**config.mk**
```make
export PLATFORM = sky130hd
export DESIGN_NAME = pc_sequencer
export DESIGN_NICKNAME = d
export VERILOG_FILES = /design/src/rtl/pc_sequencer.sv
export SDC_FILE = /design/constraint.sdc
export NUM_CORES = 1
export LEC_CHECK = 0
export ABC_AREA = 1
export ABC_CLOCK_PERIOD_IN_PS = 4300
export CAP_MARGIN = 10
export CORE_UTILIZATION = 53
export CTS_CLUSTER_DIAMETER = 30
export DETAILED_ROUTE_END_ITERATION = 10
export PLACE_DENSITY_LB_ADDON = 0.3
export SYNTH_ARGS = -nofsm -noshare
export SYNTH_HDL_FRONTEND = slang
export SYNTH_SLANG_ARGS = --single-unit
```
**constraint.sdc**
```tcl
create_clock -name clock -period 4.3 [get_ports clock]
set_clock_uncertainty 0.05 [all_clocks]
set_input_delay 0.43 -clock clock [delete_from_list [all_inputs] [get_ports clock]]
set_output_delay 0.43 -clock clock [all_outputs]
set_load 0.1 [all_outputs]
```
**src/rtl/pc_sequencer.sv**
```systemverilog
// Program-counter sequencer: reset entry select, increment, branch, single-level interrupt with EPC.
// Optional misaligned-branch trap enabled by defining PC_ALIGN_TRAP_EN.
module pc_sequencer #(
    parameter int unsigned      WIDTH        = 32,
    parameter int unsigned      STEP         = 4,
    parameter int unsigned      NUM_PROGRAMS = 2,
    parameter int unsigned      PROG_SEL_W   = 1,
    parameter logic [WIDTH-1:0] RESET_BASE   = '0,
    parameter int unsigned      PROG_STRIDE  = 10,
    parameter logic [WIDTH-1:0] IRQ_VECTOR   = 'h80,
    parameter logic [WIDTH-1:0] TRAP_VECTOR  = 'hC0
) (
    input  logic                  clock,
    input  logic                  reset,
    input  logic [PROG_SEL_W-1:0] prog_sel,
    input  logic                  stall,
    input  logic                  branch_taken,
    input  logic [WIDTH-1:0]      branch_target,
    input  logic                  irq_req,
    input  logic                  eret,
    output logic [WIDTH-1:0]      pc,
    output logic [WIDTH-1:0]      epc,
    output logic                  in_isr,
    output logic                  irq_ack,
    output logic                  align_fault
);

    localparam logic [WIDTH-1:0] STEP_W     = WIDTH'(STEP);
    localparam logic [WIDTH-1:0] ALIGN_MASK = ~(STEP_W - WIDTH'(1));

    typedef enum logic {RUN, ISR} state_t;

    state_t                  state, state_n;
    logic [WIDTH-1:0]        pc_n, epc_n;
    logic                    ack_n, fault_n;
    logic [PROG_SEL_W-1:0]   sel_c;
    logic [WIDTH-1:0]        entry_c;
    logic [WIDTH-1:0]        nxt_c;
    logic                    trap_c;

    // Out-of-range program selects fall back to program 0.
    assign sel_c   = (32'(prog_sel) < NUM_PROGRAMS) ? prog_sel : '0;
    assign entry_c = RESET_BASE + WIDTH'(sel_c) * WIDTH'(PROG_STRIDE);
    assign nxt_c   = branch_taken ? (branch_target & ALIGN_MASK) : (pc + STEP_W);

`ifdef PC_ALIGN_TRAP_EN
    assign trap_c = (state == RUN) && branch_taken && ((branch_target & ~ALIGN_MASK) != '0);
`else
    assign trap_c = 1'b0;
`endif

    always_ff @(posedge clock) begin
        if (reset) begin
            state       <= RUN;
            pc          <= entry_c;
            epc         <= '0;
            in_isr      <= 1'b0;
            irq_ack     <= 1'b0;
            align_fault <= 1'b0;
        end else begin
            state       <= state_n;
            pc          <= pc_n;
            epc         <= epc_n;
            in_isr      <= (state_n == ISR);
            irq_ack     <= ack_n;
            align_fault <= fault_n;
        end
    end

    // Next-state selection in priority order: stall, trap, irq entry, eret, sequential/branch.
    always_comb begin
        state_n = state;
        pc_n    = pc;
        epc_n   = epc;
        ack_n   = 1'b0;
        fault_n = 1'b0;
        if (!stall) begin
            if (trap_c) begin
                epc_n   = pc;
                pc_n    = TRAP_VECTOR;
                state_n = ISR;
                fault_n = 1'b1;
            end else if ((state == RUN) && irq_req) begin
                epc_n   = nxt_c;
                pc_n    = IRQ_VECTOR;
                state_n = ISR;
                ack_n   = 1'b1;
            end else if ((state == ISR) && eret) begin
                pc_n    = epc;
                state_n = RUN;
            end else begin
                pc_n    = nxt_c;
            end
        end
    end

endmodule

```
### Yosys cells after proc, flatten, opt, wreduce, memory -nomap -nowiden

Cells that the tools add are included.

* logic and storage cells: 24
* register bits after elaboration: 66
* output and inout port bits: 67
* bits of input ports: 39

* bitwise gates (word level): 2
* mux-type cells: 8
* $add $sub $neg: 1
* multiply operators: 1
* reductions and logical operators: 6
* equal/unequal tests: 1

Operators by type and width (count)
* $mux W32: 3
* $add A32 B3 Y32 const B: 1
* $mux W5: 2
* $mul A1 B3 Y4 const B: 1
* $reduce_and A2 Y1: 2
* $mux W1: 3
* $logic_and A1 B1 Y1: 2
* $ne A2 B2 Y1 const B: 1
* $not A1 Y1: 2
* $reduce_bool A2 Y1: 1
* $reduce_or A2 Y1: 1

### Longest topological paths before layout

Gate-level depths: netlist of the first run.

* word-level depth: 6
* gate-level depth with buffers: 11
* mapped depth without buffers: 11

### Worst setup path after synthesis of the first run

No wires, ideal clock.

* path type: reg2reg
* start point: register pc[3]
* end point: register pc[24]
* cell stages (with the launch flop): 11
* required time: 4134 ps
* setup time: 116 ps
* setup slack: 1980 ps
* clock period less this slack: 2320 ps
* arrival time: 2154 ps
* path buffers: 0
* path through: edfxtp_1 ha_1 nand2_2 nor2_4 nand2_1 nor2_2 nand3_1 nand3_2 nand3_1 nand2_1 nand2_1

* cells in the longest elaborated chain, start to end: 4

RTL lines
* start, declared: RTL line 21 `output logic [WIDTH-1:0] pc,`
* start signal, assigned: RTL line 55 `pc <= entry_c;`
* start signal, assigned: RTL line 62 `pc <= pc_n;`
* $add A32 B3 Y32: RTL line 44 `assign nxt_c = branch_taken ? (branch_target & ALIGN_MASK) : (pc + STEP_W);`
* $mux W32: RTL line 44
* $mux W32: RTL line 88 `end else if ((state == ISR) && eret) begin`
* $mux W32: RTL line 83 `end else if ((state == RUN) && irq_req) begin`

Every way passes these cells.
A chain may end at the register's enable or synchronous reset.

### Final worst setup path of the first run

* start point: register pc[20]
* end point: output pc[20]

No word-level cell between the ends.

==> results.yml, run 1 <==
outcome:
  outcome: "finished, final reports clean"
timing:
  max_freq_mhz: 397.3
  min_period_over_period_pct: 58.53
  finalSetupViolations: 0
  rsz0062_at_grt: "no"
  slew_viol_final: 0
  tightest_slew_ns: 1.000
  setup_tns_ns: 0
  worst_hold_slack_ns: 0.4524
  period_needed_ns: 2.517
  slew_headroom_pct: 33.12
  layout_setup_ws_ns: 1.783
  finalHoldViolCount: 0
critical_path:
  crit_type: "flop to output pin"
  slowest_stage: "clkdlybuf4s50_1"
  path_delay_family: "buffers and inverters"
  cpPeakStageDelay_ns: 1.20
  path_depth: 1
  path_max_fanout: 6
  end_kind: "output pin"
  start_kind: "flop"
  crit_chain: "clkdlybuf4s50_1"
  required_ns: 3.82
  crit_buf_inv: 1
  worstPathArrival_ns: 2.04
  rr_worst_depth: 8
job:
  maxCapViolations: 0
pwr:
  p_leak_nw: 2.341
  power_switching_uw: 675.4
  p_clk_share_pct: 27.5
  p_per_area_nw_per_um2: 327.0
  pwr-share-seq_pct: 40.6
  combPwrFrac_pct: 32.0
  peakVddDrop_uv: 265.6
  switching_share_pct: 39.49
  intPower_mw: 1.035
layout:
  fin_cells: 843
  drive_gt1_share_pct: 6.317
  fillerInstances: 622
  multi_input_area_um2: 2126
  utilization_pct: 72.11
  diodes: 0
  register_area_um2: 1361
  area_growth_pct: 31.65
  finalNetCount: 780
routing:
  drt-initial-drc-count: 377
  via_per_inst: 5.389
  ant_nets: 0
  avgRoutedWirePerCell_um: 15.00
  vias: 4543
  drcViolationCount: 0
  totalWireLength_mm: 12.65
  first_pass_iters: 5
synthesis:
  yosysWarnings: 0
  synth_area_leaders: "dfxtp_1 31%, nand2_1 19%, inv_1 8.9%, nand3_1 8.6%, a21oi_1 7.1%"
  syn_nets: 685
  synth_edf_count: 4
  syn-cell-area_um2: 3973
  synth.distinct_cells: 28
  yosysTopAreaCellShare_pct: 31.24
  ys_ff_latch: 66
  syn_area_per_cell_um2: 6.159
  yosys.area.top_type: "dfxtp_1"
  yosysSeqAreaShare_pct: 34.27
  async_flop_share_pct: 0
  synth_cells: 645
  synth-main-ff-cell: "dfxtp_1"
place:
  gp_congestion: 0.9112
  dp.cells: 828
  io_buffers: 102
  pre_cts_slack_ns: 1.709
  dp_hpwl_mm: 9.193
global_routing:
  grt_antenna_before_repair: 0
  grt_start_max_net_pins: 37
  grt_pass1_wl_mm: 19.69
  grt.total_usage_pct: 33.58
  grt-ovfl-total: 0
  grt_pass1_vias: 4055
floorplan:
  die_h_um: 88.58
  initial_core_util_pct: 54.77
  die_area_um2: 7846
  die_w_um: 88.58
  io_pins: 106
  core_area_um2: 7253
  placementRows: 31
clocking:
  cts_tree: "built"
  cts.sinks: 66
  clk_latency_ns: 0.35
  htreeDepth: 3
  numCtsBuffers: 9
  path_clk_slew_ns: 0.07
  cts_root_buf: "clkbuf_8"
  cts_hold_buf: 0
  clk_path_buf_depth: 2
  cts_setup_buffers: 0
  ctsResizeCount: 0
worst_hold_path:
  hold-path-cell-count: 2
  hp-class: "flop to flop"
## cell families after synthesis
family	after synthesis	synth area share, %
simple gates	340	37.58
fa+ha+maj	1	0.3149
xor+xnor	3	0.6615
compound gates	110	14.87
other cells	1	0.09440
buf+inv	124	12.22
flops	66	34.27
## tightest hold or removal path, cell delays in order (launching register included)
cell and delay, ns:
dfxtp_1 0.33, nand2_1 0.07, a21oi_1 0.05
## synth_stat cells, types with 4 or more instances
master,instances
o21ai_0,31
o211ai_1,9
o21ai_1,5
clkbuf_1,14
dfxtp_1,62
nor2_4,7
nand3_1,68
nand3_2,5
buf_2,7
inv_1,94
a21oi_1,56
nor2_2,6
nand2_2,4
nand2_1,203
edfxtp_1,4
nor2_1,42
o21bai_1,5
## power groups by stage
stage | registers (mW) | clock network [mW] | logic (mW)
2_1_floorplan | 0.959 | 0 | 0.138
3_3_place_gp | 0.705 | 0 | 0.534
3_5_place_dp | 0.705 | 0 | 0.541
4_1_cts | 0.692 | 0.465 | 0.543
5_1_grt | 0.697 | 0.491 | 0.573
6_report | 0.694 | 0.469 | 0.546
## worst paths after layout
kind	startpoint	to	slack, ns
max	pc[20]	pc[20]	1.78
max reg2reg	state	epc[14]	2.22
min reg2reg	state	state	0.45
min	state	state	0.45
## area by class of cell
type | count | share of cell area (%)
clock buffers | 15 | 3.182
repair buffers | 111 | 20.81
multi-input cells | 455 | 40.65
flip-flops and latches | 66 | 26.03
well taps | 99 | 2.368
inverters | 97 | 6.962
## flip-flops by register name (all words and copies together) (netlist names)
| name | cells |
|---|---|
| pc | 32 |
| state | 1 |
| irq_ack | 1 |
| epc | 32 |
## per-layer routing
| metal | up-vias | GRT usage, % | routed length (um) |
|---|---|---|---|
| met5 | - | 0 | 0 |
| met4 | 0 | 12.17 | 201 |
| met3 | 18 | 5.690 | 1236 |
| met2 | 220 | 50.70 | 5556 |
| met1 | 2086 | 48.18 | 5653 |
| li1 | 2219 | - | - |
## placed cells by master, fill, tap and decap left out
cell type,count
xor2_1,1
a21oi_1,56
o21ai_1,5
ha_1,1
a31oi_1,1
inv_1,94
buf_4,9
nor2_4,7
o211ai_1,9
nand2_2,4
inv_2,3
conb_1,1
o21ai_0,31
clkdlybuf4s50_1,102
nor2_1,42
and2_1,3
nand2_4,2
o22ai_1,3
xnor2_1,2
nor2_2,6
edfxtp_1,4
nand3_1,68
o21bai_1,5
nand3_2,5
dfxtp_1,62
nand2_1,203
clkbuf_1,4
clkbuf_8,11
## per-stage QoR
stage	total power [mW]	area, um2
5_1_grt	1.761	5230
2_1_floorplan	1.097	3973
6_report	1.710	5230
4_1_cts	1.701	5230
3_5_place_dp	1.246	5064
3_3_place_gp	1.238	5064
Power figures use the tool's default switching activity.
==> inputs of run 2 (changes only) <==
--- a/config.mk
+++ b/config.mk
@@ -6,9 +6,9 @@
 export NUM_CORES = 1
 export LEC_CHECK = 0
 export ABC_AREA = 1
-export ABC_CLOCK_PERIOD_IN_PS = 4300
+export ABC_CLOCK_PERIOD_IN_PS = 2200
 export CAP_MARGIN = 10
-export CORE_UTILIZATION = 53
+export CORE_UTILIZATION = 44
 export CTS_CLUSTER_DIAMETER = 30
 export DETAILED_ROUTE_END_ITERATION = 10
 export PLACE_DENSITY_LB_ADDON = 0.3
==> constraint.sdc (replaced) <==
create_clock -name clock -period 2.2 [get_ports clock]
set_clock_uncertainty 0.05 [all_clocks]
set_input_delay 0.22 -clock clock [delete_from_list [all_inputs] [get_ports clock]]
set_output_delay 0.22 -clock clock [all_outputs]
set_load 0.1 [all_outputs]
==> run 2 against run 1 <==
Power grew 100%. Wire length shrank 7.8%. Die area grew 20%. Core utilization shrank 13 points. Final cell count grew 1.5%. Worst hold slack lost 0.037 ns. Combinational power grew 90%. Via count shrank 3.1%. Design area shrank 1.3%. Critical path depth grew 9.
==> results.yml, run 2 (synthesis results as in run 1) <==
timing:
  max_freq_mhz: 567.8
  period_needed_ns: 1.761
  min_period_over_period_pct: 80.06
  finalHoldViolCount: 0
  slew_headroom_pct: 53.46
  rsz0062_at_grt: "no"
  finalSetupViolations: 0
  slew_viol_final: 0
  tightest_slew_ns: 0.6971
critical_path:
  rr_worst_depth: 10
  rr_endpoint: "pc[28]"
  path_max_fanout: 5
  slowest_stage: "edfxtp_1"
  required_ns: 2.40
  rr_startpoint: "pc[3]"
  crit_buf_inv: 1
  end_kind: "flop"
  crit_top_cell: "nand3_1"
  worstPathArrival_ns: 1.97
  crit_chain: "ha_1, nand3_1, nor2_1, nand2_1, inv_2, nand3_1, nand3_1, nand3_1, nand2_1, nand2_1"
  crit_path_end: "pc[28]"
  path_delay_family: "simple AND/OR/NAND/NOR gates"
  cpPeakStageDelay_ns: 0.43
  crit_type: "flop to flop"
  cp-startpoint: "pc[3]"
  path_depth: 10
  ff2ff_setup_slack_ns: 0.44
  start_kind: "flop"
routing:
  drt-initial-drc-count: 249
  drcViolationCount: 0
  ant_nets: 0
  via_per_inst: 5.145
  vias: 4404
  totalWireLength_mm: 11.66
  avgRoutedWirePerCell_um: 13.62
  first_pass_iters: 5
layout:
  finalNetCount: 783
  reg.largest.list: "epc x32, pc x32"
  diodes: 0
  utilization_pct: 59.17
  drive_gt1_share_pct: 16.18
  area_growth_pct: 29.89
  fin_cells: 856
  final_common_cell: "nand2_1"
  final_cell_mix: "203 x nand2_1, 94 x inv_1, 76 x buf_4"
clocking:
  clk_path_buf_depth: 2
  ctsResizeCount: 0
  cts_tree: "built"
  path_clk_slew_ns: 0.08
  clk_latency_ns: 0.36
  cts_setup_buffers: 0
  htreeDepth: 3
  cts_root_buf: "clkbuf_8"
  numCtsBuffers: 9
  cts.sinks: 66
  cts_hold_buf: 0
outcome:
  outcome: "finished, final reports clean"
floorplan:
  io_pins: 106
  die_area_um2: 9413
  core_area_um2: 8721
  die_h_um: 97.02
  placementRows: 34
  die_w_um: 97.02
  initial_core_util_pct: 45.55
global_routing:
  grt-ovfl-total: 0
  grt.total_usage_pct: 25.34
  grt_pass1_wl_mm: 19.35
  grt_antenna_before_repair: 0
  grt_start_max_net_pins: 37
  grt_pass1_vias: 3907
pwr:
  peakVddDrop_uv: 406.2
  p_leak_nw: 2.490
  p_per_area_nw_per_um2: 670.2
place:
  dp.cells: 840
  dp_hpwl_mm: 8.358
  io_buffers: 102
  gp_congestion: 0.9086
worst_hold_path:
  hp-class: "input port to flop"
  min_from: "branch_target[3]"
job:
  maxCapViolations: 0
## run 2: worst min path at each step
stage | endpoint | slack (ns) | cells after the start
after floorplan | epc[3] | 0.34 | 2
after global placement | state | 0.44 | 2
after detailed placement | state | 0.45 | 2
after CTS | epc[3] | 0.41 | 3
after global routing | epc[3] | 0.42 | 3
final | epc[3] | 0.42 | 3
## run 2: per-layer routing
metal | global-route usage, % | wire length, um | part of all wire, % | vias up
met4 | 9.300 | 274 | 2.3 | 0
met1 | 36.31 | 5504 | 47 | 1973
met5 | 0 | 0 | 0 | -
met3 | 4.624 | 749 | 6.4 | 26
met2 | 37.81 | 5134 | 44 | 175
li1 | - | - | - | 2230
## run 2: area by class of cell
cell class                 count  area (um2)
timing repair buffer         114       970.9
inverter                      97       364.1
fill                         813        3561
tap                          108       135.1
clock buffer                   9       123.9
clock inverter                 7       78.83
multi-input combinational    455        2126
sequential                    66        1361
## run 2: power by group
part	switching, mW	internal, mW
logic	0.785	0.257
registers	0.0711	1.28
clock network	0.535	0.530
total	1.39	2.07
## run 2: through the flow
stage / instance area (um2) / hold WS [ns] / TNS, ns / total power, mW / setup slack (ns)
2_1_floorplan: 3973 / 0.3423 / -2.063 / 2.144 / -0.1199
3_3_place_gp: 4957 / 0.4374 / 0 / 2.397 / 0.3115
3_5_place_dp: 4957 / 0.4511 / 0 / 2.412 / 0.2849
4_1_cts: 5160 / 0.4122 / 0 / 3.457 / 0.4404
5_1_grt: 5160 / 0.4184 / 0 / 3.586 / 0.2179
6_report: 5160 / 0.4156 / 0 / 3.458 / 0.4388
## run 2: worst register-to-register path, stage by stage, from the launching register on
cell      delay (ns)
edfxtp_1        0.43
ha_1            0.24
nand3_1         0.13
nor2_1          0.19
nand2_1         0.09
inv_2           0.12
nand3_1         0.09
nand3_1         0.12
nand3_1         0.07
nand2_1         0.06
nand2_1         0.05
==> patch 1: new RTL, settings of run 2 <==
The parameter `WIDTH` goes from 32 to 24.
--- a/src/rtl/pc_sequencer.sv
+++ b/src/rtl/pc_sequencer.sv
@@ -1,7 +1,7 @@
 // Program-counter sequencer: reset entry select, increment, branch, single-level interrupt with EPC.
 // Optional misaligned-branch trap enabled by defining PC_ALIGN_TRAP_EN.
 module pc_sequencer #(
-    parameter int unsigned      WIDTH        = 32,
+    parameter int unsigned      WIDTH        = 24,
     parameter int unsigned      STEP         = 4,
     parameter int unsigned      NUM_PROGRAMS = 2,
     parameter int unsigned      PROG_SEL_W   = 1,
Ports: changed (resized branch_target, epc and pc); port bits go from 106 to 82. The function was not compared with the original's and may differ.
==> patch 1 against run 2 <==
Total power shrank 30%; final area fell by 28%; count of clock-buffer cells in the layout down 3; sequential cell count is 16 lower; setup slack got worse by 0.084 ns; synthesized area is 27% lower; routed wire length down 26%; cell count fell by 28%; non-clock buffer count down 29; clock power down 46%; largest power group unchanged; highest routed layer unchanged.
==> patch 1: results <==
{
  "critPathMaxFanout": 18,
  "slowest_stage": "nor2_2",
  "whs_ns": 0.438,
  "insertion_delay_ns": 0.31,
  "cts_buffers": 5,
  "reg.largest.list": "epc x24, pc x24",
  "portBuffers": 78,
  "outcome": "complete, no violations",
  "rrSetupSlack_ns": 0.43,
  "fin_nets": 569,
  "dr.first_iter.drc_count": 245,
  "hold_class": "reg2reg",
  "grt_max_degree": 33,
  "ys_seq_area_frac": 0.358,
  "routabilityCongestion": 0.878,
  "first_global_vias": 2908,
  "viasPerCell": 5.18,
  "worst_pin_slew_ns": 0.786,
  "cpPeakStageDelay_ns": 0.61,
  "synth_fp_nets": 495,
  "sw_frac_of_total": 0.410,
  "cp.arrival_ns": 1.79,
  "grt_pass1_wl_um": 13900,
  "preCtsSetupSlack_ns": 0.0436,
  "final_layout_size_suffix_gt1_frac": 0.165,
  "drt_wl_total_um": 8650,
  "synthTopCellsByArea": "dfxtp_1 32%, nand2_1 17%, inv_1 8.3%",
  "cp_top_family": "buffers and inverters",
  "first_pass_iters": 5,
  "fillers": 612
}
[patch 1: per-layer routing]
layer	GRT usage	vias to the layer above	routed length, um
met5	0	-	0
met4	0.0972	0	142
met3	0.0437	14	576
met2	0.388	133	3920
met1	0.343	1420	4010
li1	-	1616	-
[patch 1: cell families (layout without fill, tap and decap cells)]
| group | after synthesis | in the layout | synth area share |
|---|---|---|---|
| buffers and inverters | 85 | 160 | 0.114 |
| flip-flops | 50 | 50 | 0.358 |
| other | 1 | 1 | 0.00129 |
| adder cells (fa/ha/maj) | 1 | 1 | 0.00430 |
| AND/OR/NAND/NOR | 234 | 234 | 0.351 |
| AO/OA/AOI/OAI | 91 | 91 | 0.169 |
| XOR/XNOR | 1 | 1 | 0.00301 |
[patch 1: path summary, 6_finish.rpt]
check                           startpoint     end  depth (start not counted)
worst min-delay path                 state   state                          2
worst max register to register       pc[2]  pc[12]                         10
worst max-delay path                 stall   pc[4]                          4
worst min register to register       state   state                          2
[patch 1: through the flow]
stage	instance area (um^2)	util	instances	total power, mW
final	3730	0.587	615	2.40
after global routing	3730	0.587	615	2.50
after CTS	3730	0.587	615	2.41
after detailed placement	3630	0.572	607	1.84
after floorplan	2910	-	463	1.64
after global placement	3630	0.572	607	1.83
[patch 1: cell type report]
class | count | area (um^2) | share of cell area
sequential | 50 | 1040 | 0.280
inverter | 67 | 251 | 0.0674
tap | 77 | 96.3 | 0.0258
clock buffer | 6 | 82.6 | 0.0221
timing repair buffer | 85 | 708 | 0.190
multi-input combinational | 328 | 1540 | 0.412
clock inverter | 2 | 12.5 | 0.00336
[patch 1: worst min-delay path, stage by stage, from the launching register on]
cell and delay [ns]:
dfxtp_2 0.34, nand2_1 0.06, a21oi_1 0.05
[patch 1: power by group through the flow]
stage / clock network, mW / logic, mW / registers, mW
6_report: 0.575 / 0.797 / 1.03
5_1_grt: 0.624 / 0.839 / 1.04
4_1_cts: 0.583 / 0.797 / 1.03
3_5_place_dp: 0 / 0.794 / 1.05
3_3_place_gp: 0 / 0.784 / 1.05
2_1_floorplan: 0 / 0.205 / 1.44
==> patch 2: new RTL, flow settings as in run 2 <==
Made on the original files. Add an input register stage for `irq_req`; this delays it by one clock. The other inputs are not delayed to match.
--- a/src/rtl/pc_sequencer.sv
+++ b/src/rtl/pc_sequencer.sv
@@ -29,6 +29,12 @@
     localparam logic [WIDTH-1:0] ALIGN_MASK = ~(STEP_W - WIDTH'(1));
 
     typedef enum logic {RUN, ISR} state_t;
+
+    logic irq_req_q;
+
+    always_ff @(posedge clock) begin
+        irq_req_q <= irq_req;
+    end
 
     state_t                  state, state_n;
     logic [WIDTH-1:0]        pc_n, epc_n;
@@ -80,7 +86,7 @@
                 pc_n    = TRAP_VECTOR;
                 state_n = ISR;
                 fault_n = 1'b1;
-            end else if ((state == RUN) && irq_req) begin
+            end else if ((state == RUN) && irq_req_q) begin
                 epc_n   = nxt_c;
                 pc_n    = IRQ_VECTOR;
                 state_n = ISR;
Function: changed (Yosys sat finds a counterexample within 4 cycles, from zero or initial values and one cycle with reset high).
==> patch 2 against run 2 <==
Final area fell by 1.5%; synthesized area fell by 0.63%; setup slack got worse by 0.10 ns; first-iteration DRC count rose by 33%; sequential cell count rose by 1; non-clock buffer count rose by 1; routed wire length rose by 9.5%; critical path depth did not move; maximum frequency fell by 5.4%; total power fell by 3.9%.
==> patch 2: results <==
{
  "fin_nets": 784,
  "switchingPower_mw": 1.37,
  "dpl.hpwl_um": 9690,
  "final_layout_size_suffix_gt1_frac": 0.154,
  "preCtsSetupSlack_ns": 0.374,
  "place_area_um2": 4920,
  "timing.rr.start": "pc[2]",
  "p_leak_nw": 2.46,
  "num_vias": 4513,
  "fillers": 863,
  "synth_edf_count": 4,
  "synthTopCellsByArea": "dfxtp_1 32%, nand2_1 20%, nand3_1 9.3%",
  "highest_layer": "met4",
  "first_pass_iters": 6,
  "synthXorXnorAreaFrac": 0.00887,
  "max_slew_margin": 0.617,
  "rrSetupSlack_ns": 0.34,
  "multi_input_area_um2": 2090,
  "met3_usage": 0.0535,
  "grtUsageMet1": 0.403,
  "dr.first_iter.drc_count": 332,
  "holdPathEnd": "irq_req_q",
  "critPathMaxFanout": 5,
  "use_met2": 0.415,
  "routabilityCongestion": 0.871,
  "first_global_vias": 4155,
  "layoutNonFillerInstCount": 857,
  "yosys_warnings": 0,
  "met3_length_um": 1180,
  "avgRoutedWirePerCell_um": 14.9,
  "synth_compound_area_frac": 0.148,
  "outcome": "complete, no violations",
  "combPwrFrac": 0.315,
  "slowest_stage": "edfxtp_1",
  "dp_cells": 841,
  "ys_top_cells_by_count": "206 x nand2_1, 93 x inv_1, 73 x nand3_1, 63 x dfxtp_1, 57 x a21oi_1",
  "whs_path_depth": 1,
  "wl_met1_um": 5840,
  "whs_ns": 0.263,
  "cts.root.buffer_cell": "clkbuf_8",
  "cpPeakStageDelay_ns": 0.42,
  "peakVddDrop_v": 0.000316,
  "wl_met2_um": 5570,
  "power.share.clock": 0.272,
  "ys_seq_area_frac": 0.350,
  "cp.arrival_ns": 2.04,
  "worstReg2RegEnd": "pc[18]",
  "track_usage": 0.278,
  "yosys.cell_types.count": 27,
  "grt_pass1_wl_um": 20600,
  "synthAdderAreaFrac": 0.00317,
  "pwr.group.clock_mw": 0.904,
  "hp-start": "irq_req"
}
==> patch 2: changes by cell type in the layout (fill, tap and decap cells not counted), moves of 3 or more <==
cell / change
nand2_1: +3
nor2_1: -3
buf_4: +3
clkinv_2: +3
nand3_2: -5
nand3_1: +5
==> patch 2: worst max path at each step <==
stage	from	end	slack [ns]
global route	pc[2]	pc[26]	0.17
finish	pc[2]	pc[18]	0.34
detailed placement	branch_taken	pc[4]	0.37
global placement	pc[2]	pc[18]	0.40
floorplan	pc[3]	pc[22]	-0.13
CTS	pc[2]	pc[18]	0.36
==> patch 2: cell type report <==
| type | count | share of cell area |
|---|---|---|
| multi-input combinational | 454 | 0.411 |
| clock buffer | 11 | 0.0258 |
| clock inverter | 5 | 0.00591 |
| sequential | 67 | 0.272 |
| tap | 108 | 0.0266 |
| inverter | 97 | 0.0716 |
| timing repair buffer | 115 | 0.188 |
